$ cat config.mk
export PLATFORM = sky130hd
export DESIGN_NAME = mac_mul_sign_restore
export DESIGN_NICKNAME = d
export VERILOG_FILES = /design/src/rtl/mac_mul_sign_restore.sv
export SDC_FILE = /design/constraint.sdc
export NUM_CORES = 1
export LEC_CHECK = 0
export CORE_MARGIN = 2
export CORE_UTILIZATION = 30
export DETAILED_ROUTE_END_ITERATION = 12
export PLACE_DENSITY = 0.53
export SETUP_SLACK_MARGIN = 0.3
export SKIP_CTS_REPAIR_TIMING = 1
export SYNTH_ARGS = -nofsm -noshare
export SYNTH_HDL_FRONTEND = slang
export SYNTH_SLANG_ARGS = --single-unit
$ cat constraint.sdc
create_clock -name clk -period 5.2 [get_ports clk]
set_input_delay 1.04 -clock clk [delete_from_list [all_inputs] [get_ports clk]]
set_output_delay 1.04 -clock clk [all_outputs]
set_load 0.02 [all_outputs]
$ cat src/rtl/mac_mul_sign_restore.sv
// Re-applies the operand sign to unsigned lane products coming out of the multiplier array.
// Define MAC_SIGN_RESTORE_CFG_OUT_EN to add the cfg_out port carrying the result's delayed cfg.
module mac_mul_sign_restore #(
  parameter int unsigned MAC_CONF_WIDTH = 4,
  parameter int unsigned MAC_MIN_WIDTH  = 8,
  parameter int unsigned MAC_MULT_WIDTH = 2 * MAC_MIN_WIDTH,
  parameter int unsigned MUL_LATENCY    = 2
) (
  input  logic                      clk,
  input  logic                      rst,
  input  logic                      en,
  input  logic                      in_valid,
  input  logic [MAC_CONF_WIDTH-1:0] cfg,
  input  logic                      C0_neg,
  input  logic                      C1_neg,
  input  logic                      C2_neg,
  input  logic                      C3_neg,
  input  logic [MAC_MULT_WIDTH-1:0] P0_in,
  input  logic [MAC_MULT_WIDTH-1:0] P1_in,
  input  logic [MAC_MULT_WIDTH-1:0] P2_in,
  input  logic [MAC_MULT_WIDTH-1:0] P3_in,
  output logic                      out_valid,
  output logic [MAC_MULT_WIDTH-1:0] R0_out,
  output logic [MAC_MULT_WIDTH-1:0] R1_out,
  output logic [MAC_MULT_WIDTH-1:0] R2_out,
  output logic [MAC_MULT_WIDTH-1:0] R3_out
`ifdef MAC_SIGN_RESTORE_CFG_OUT_EN
  ,
  output logic [MAC_CONF_WIDTH-1:0] cfg_out
`endif
);

  // Sideband delay line: stage 0 takes the issue, stage MUL_LATENCY-1 is the head.
  logic [MUL_LATENCY-1:0]    vld_q;
  logic [MAC_CONF_WIDTH-1:0] cfg_q [MUL_LATENCY];
  logic [3:0]                neg_q [MUL_LATENCY];

  logic                      head_vld;
  logic [MAC_CONF_WIDTH-1:0] head_cfg;
  logic [3:0]                head_neg;

  logic [3:0][MAC_MULT_WIDTH-1:0] p_in;
  logic [3:0][MAC_MULT_WIDTH-1:0] r_d;
  logic [3:0][MAC_MULT_WIDTH-1:0] r_q;
  logic                           out_valid_q;

  logic       mode_quad;
  logic       mode_dual;
  logic       mode_single;
  logic [3:0] neg;
  logic [3:0] cin;
  logic [2:0] cout;

  assign p_in = {P3_in, P2_in, P1_in, P0_in};

  always_ff @(posedge clk) begin
    if (rst) begin
      for (int unsigned i = 0; i < MUL_LATENCY; i++) begin
        vld_q[i] <= 1'b0;
        cfg_q[i] <= '0;
        neg_q[i] <= '0;
      end
    end else if (en) begin
      vld_q[0] <= in_valid;
      cfg_q[0] <= in_valid ? cfg : '0;
      neg_q[0] <= in_valid ? {C3_neg, C2_neg, C1_neg, C0_neg} : 4'b0000;
      for (int unsigned i = 1; i < MUL_LATENCY; i++) begin
        vld_q[i] <= vld_q[i-1];
        cfg_q[i] <= cfg_q[i-1];
        neg_q[i] <= neg_q[i-1];
      end
    end
  end

  assign head_vld = vld_q[MUL_LATENCY-1];
  assign head_cfg = cfg_q[MUL_LATENCY-1];
  assign head_neg = neg_q[MUL_LATENCY-1];

  always_comb begin
    mode_quad   = (head_cfg[1:0] == 2'b10);
    mode_dual   = (head_cfg[1:0] == 2'b01);
    mode_single = !mode_quad && !mode_dual;

    // In wide modes every lane of a group follows the group's top-lane flag.
    neg[0] = mode_single ? head_neg[0] : (mode_dual ? head_neg[1] : head_neg[3]);
    neg[1] = mode_quad ? head_neg[3] : head_neg[1];
    neg[2] = mode_single ? head_neg[2] : head_neg[3];
    neg[3] = head_neg[3];
    neg    = neg & {4{head_cfg[3]}};

    // ~P + cin carries out only when the lane is all-zero; chain breaks at group boundaries.
    cin[0]  = 1'b1;
    cout[0] = (p_in[0] == '0) & cin[0];
    cin[1]  = mode_single | cout[0];
    cout[1] = (p_in[1] == '0) & cin[1];
    cin[2]  = mode_quad ? cout[1] : 1'b1;
    cout[2] = (p_in[2] == '0) & cin[2];
    cin[3]  = mode_single | cout[2];

    r_d = p_in;
    for (int i = 0; i < 4; i++) begin
      if (neg[i]) begin
        r_d[i] = ~p_in[i] + MAC_MULT_WIDTH'(cin[i]);
      end
    end
  end

  always_ff @(posedge clk) begin
    if (rst) begin
      out_valid_q <= 1'b0;
      r_q         <= '0;
    end else if (en) begin
      out_valid_q <= head_vld;
      if (head_vld) begin
        r_q <= r_d;
      end
    end
  end

  assign out_valid = out_valid_q;
  assign R0_out    = r_q[0];
  assign R1_out    = r_q[1];
  assign R2_out    = r_q[2];
  assign R3_out    = r_q[3];

`ifdef MAC_SIGN_RESTORE_CFG_OUT_EN
  logic [MAC_CONF_WIDTH-1:0] cfg_out_q;

  always_ff @(posedge clk) begin
    if (rst) begin
      cfg_out_q <= '0;
    end else if (en && head_vld) begin
      cfg_out_q <= head_cfg;
    end
  end

  assign cfg_out = cfg_out_q;
`else
  // The mac/mul bit only travels along for cfg_out; without that port it is dropped here.
  logic unused_head_cfg;
  assign unused_head_cfg = ^head_cfg;
`endif

endmodule

==> metrics.yaml <==
status:
  status: "finished clean"
synth:
  yosysSeqAreaShare_pct: 41.55
  synth_common_cells: "nor2_1, dfxtp_1, a211oi_1, xnor2_1, nand2_1"
  async_flop_share_pct: 0
  ys.flop_type: "dfxtp_1"
  syn_inst: 491
  avgSynthCellArea_sq_um: 8.636
  yosys-top-cells-area: "dfxtp_1, edfxtp_1, a211oi_1"
  synth_cell_type_count: 44
  syn-cell-area_sq_um: 4240
  synth_nets: 577
  synth_top_cell_by_area: "dfxtp_1"
  synth_edf_count: 14
  synth_seq_cells: 81
  ys.warnings.count: 0
  synth.most_common_cell: "nor2_1"
  yosysTopAreaCellShare_pct: 31.63
cells_and_area:
  n_fill_cell: 1368
  antennaDiodeCount: 0
  drive_gt1_share_pct: 5.600
  area_growth_pct: 44.97
  fin_area_sq_um: 6147
  final_nets: 706
drt:
  drtPass1Iterations: 6
  wl_met2_mm: 5.558
  drt-met1-wl_mm: 5.326
  wl_met3_microns: 547
  dr.first_iter.drc_count: 210
  wl_mm: 11.67
  postRouteAntennaNets: 0
  drc: 0
  top_layer: "met4"
  via_count: 3915
  vias_per_cell: 4.863
  wire_per_inst_microns: 14.49
die:
  die_area_sq_um: 15100
  rows: 43
  ios: 141
  die_y_microns: 122.9
  core_area_sq_um: 13830
  die_w_microns: 122.9
  initial_core_util_pct: 30.67
power:
  power_frac_clock_pct: 44.7
  switching_power_uw: 390.7
  p_per_area_nw_per_um2: 268.7
  p_leak_uw: 0.002128
  vdd_drop_max_v: 0.0001405
  switching_share_pct: 23.65
  p_int_uw: 1261
  p_total_uw: 1652
  p_comb_share_pct: 14.9
  power_frac_seq_pct: 40.4
placement:
  hpwl_mm: 8.637
  port_buffers: 139
  gp_congestion: 0.8068
  dp_slack_ns: 0.1378
  placed_area_sq_um: 5798
global_route:
  antenna_found_initial: 0
  grt_pass1_vias: 3683
  grt_max_degree: 82
  grt-ovfl-total: 0
  grt_pass1_wl_mm: 18.52
  track_usage_pct: 15.75
critical_path:
  startpoint_type: "primary input"
  cp-endpoint: "R3_out[14]"
  cpMostUsedCell: "ha_1"
  critPathCaptureType: "flop"
  r2r_end: "R1_out[11]"
  critPathSlowestCell: "or4_1"
  r2r_start: "cfg_q[0][5]"
  r2r_cells: 9
  worstSetupPathType: "in2reg"
  cp_data_required_time_ns: 5.44
  arrival_ns: 4.80
  critPathMaxStageDelay_ns: 0.54
  cp_cell_sequence: "clkdlybuf4s50_1 -> inv_1 -> ha_1 -> nor3b_2 -> nand3_1 -> or4_1 -> o21ai_0 -> a41o_1 -> ha_1 -> ha_1 -> nor3b_1 -> nand2_1 -> o31ai_1 -> xor2_1 -> a211oi_1"
  startpoint: "P0_in[0]"
  rrSetupSlack_ns: 2.41
  crit_fanout: 5
timing:
  min_period_ns: 4.553
  rsz0062_at_grt: "no"
  setup_violations: 0
  fmax_mhz: 219.6
  slew_headroom_pct: 40.23
  final.setup_skew_ns: 0.006150
  holdWs_ns: 0.4593
  layout_setup_ws_ns: 0.6470
  worst_pin_slew_ns: 0.8926
  maxSlewViolCount: 0
  finalHoldViolCount: 0
  finalCritPeriodShare_pct: 87.56
  fin_tns_setup_ns: 0
clock_tree:
  clock-sinks: 81
  htree_num_levels: 3
  cts_tree: "done"
  clk_pin_slew_ns: 0.06
  numCtsBuffers: 9
  cts_root_buffer: "clkbuf_16"
  clock_path_buffers: 2
  clkLatencyLatePin_ns: 0.34
job:
  cap_violations: 0
worst_hold_path:
  hold_class: "reg2reg"
## per-stage QoR
step	std cells	util, %
final	805	44.46
after CTS	805	44.42
after global routing	805	44.46
after floorplan	491	-
after global placement	789	41.93
after detailed placement	789	41.93
## cells by family after synthesis
family	Yosys count	share of synthesized area, %
AND/OR/NAND/NOR	179	20.57
AO/OA/AOI/OAI	120	19.09
flip-flops	81	41.55
XOR/XNOR	49	10.12
buffers and inverters	45	3.983
adder cells (fa/ha/maj)	10	2.951
multiplexers	7	1.741
## flip-flops by register name, summed over array words and instances, names as in the netlist
name	flops
R0_out	16
R1_out	16
R2_out	16
R3_out	16
neg_q	8
cfg_q	6
vld_q	2
out_valid	1
## worst max-delay path, delay by kind of cell
family / cells / cell delay, ns
compound gates: 4 / 1.07
simple gates: 5 / 1.47
xor+xnor: 1 / 0.11
fa+ha+maj: 3 / 0.56
buf+inv: 2 / 0.55
## layer usage
metal | up-vias | global-route usage [%]
met1 | 1790 | 20.18
met3 | 14 | 3.090
met2 | 89 | 25.76
met4 | 0 | 6.825
li1 | 2022 | -
met5 | - | 0
## worst min path at each step
| stage | start | endpoint | slack [ns] | cells past startpoint |
|---|---|---|---|---|
| CTS | R0_out[0] | R0_out[0] | 0.46 | 2 |
| finish | R0_out[0] | R0_out[0] | 0.46 | 2 |
| detailed placement | R0_out[0] | R0_out[0] | 0.46 | 2 |
| floorplan | vld_q[0] | vld_q[0] | 0.44 | 2 |
| global route | R0_out[0] | R0_out[0] | 0.49 | 2 |
| global placement | R0_out[0] | R0_out[0] | 0.45 | 2 |
## final cells by class
cell class              count  area [sq um]  area share [%]
clock buffers              10         239.0           3.888
clock inverters             6         105.1           1.710
flip-flops and latches     81          1762           28.66
well taps                 180         225.2           3.664
repair buffers            145          1431           23.29
multi-input cells         365          2317           37.70
inverters                  18         67.56           1.099
## placed cells by master (no fill, tap or decap), drive strengths merged, types with 4 or more instances in the layout
cell type and count:
a211oi 43, clkbuf 10, clkdlybuf4s50 138, nor4 6, a31oi 7, a311oi 11, ha 10, o21ai 24
o31ai 4, buf 7, nor2 79, inv 18, a21oi 22, nand2 31, and2 10, xor2 15
or4 8, nor3 15, nand2b 5, dfxtp 67, and3 8, xnor2 34, mux2i 4, or3 6
edfxtp 14
## power by group through the flow
stage / logic (uW) / registers [uW] / clock network [uW]
after floorplan: 107 / 695 / 0
after global placement: 244 / 681 / 0
after detailed placement: 246 / 682 / 0
after CTS: 247 / 668 / 754
after global routing: 269 / 670 / 789
final: 246 / 668 / 738
(Power assumes the default switching activity.)
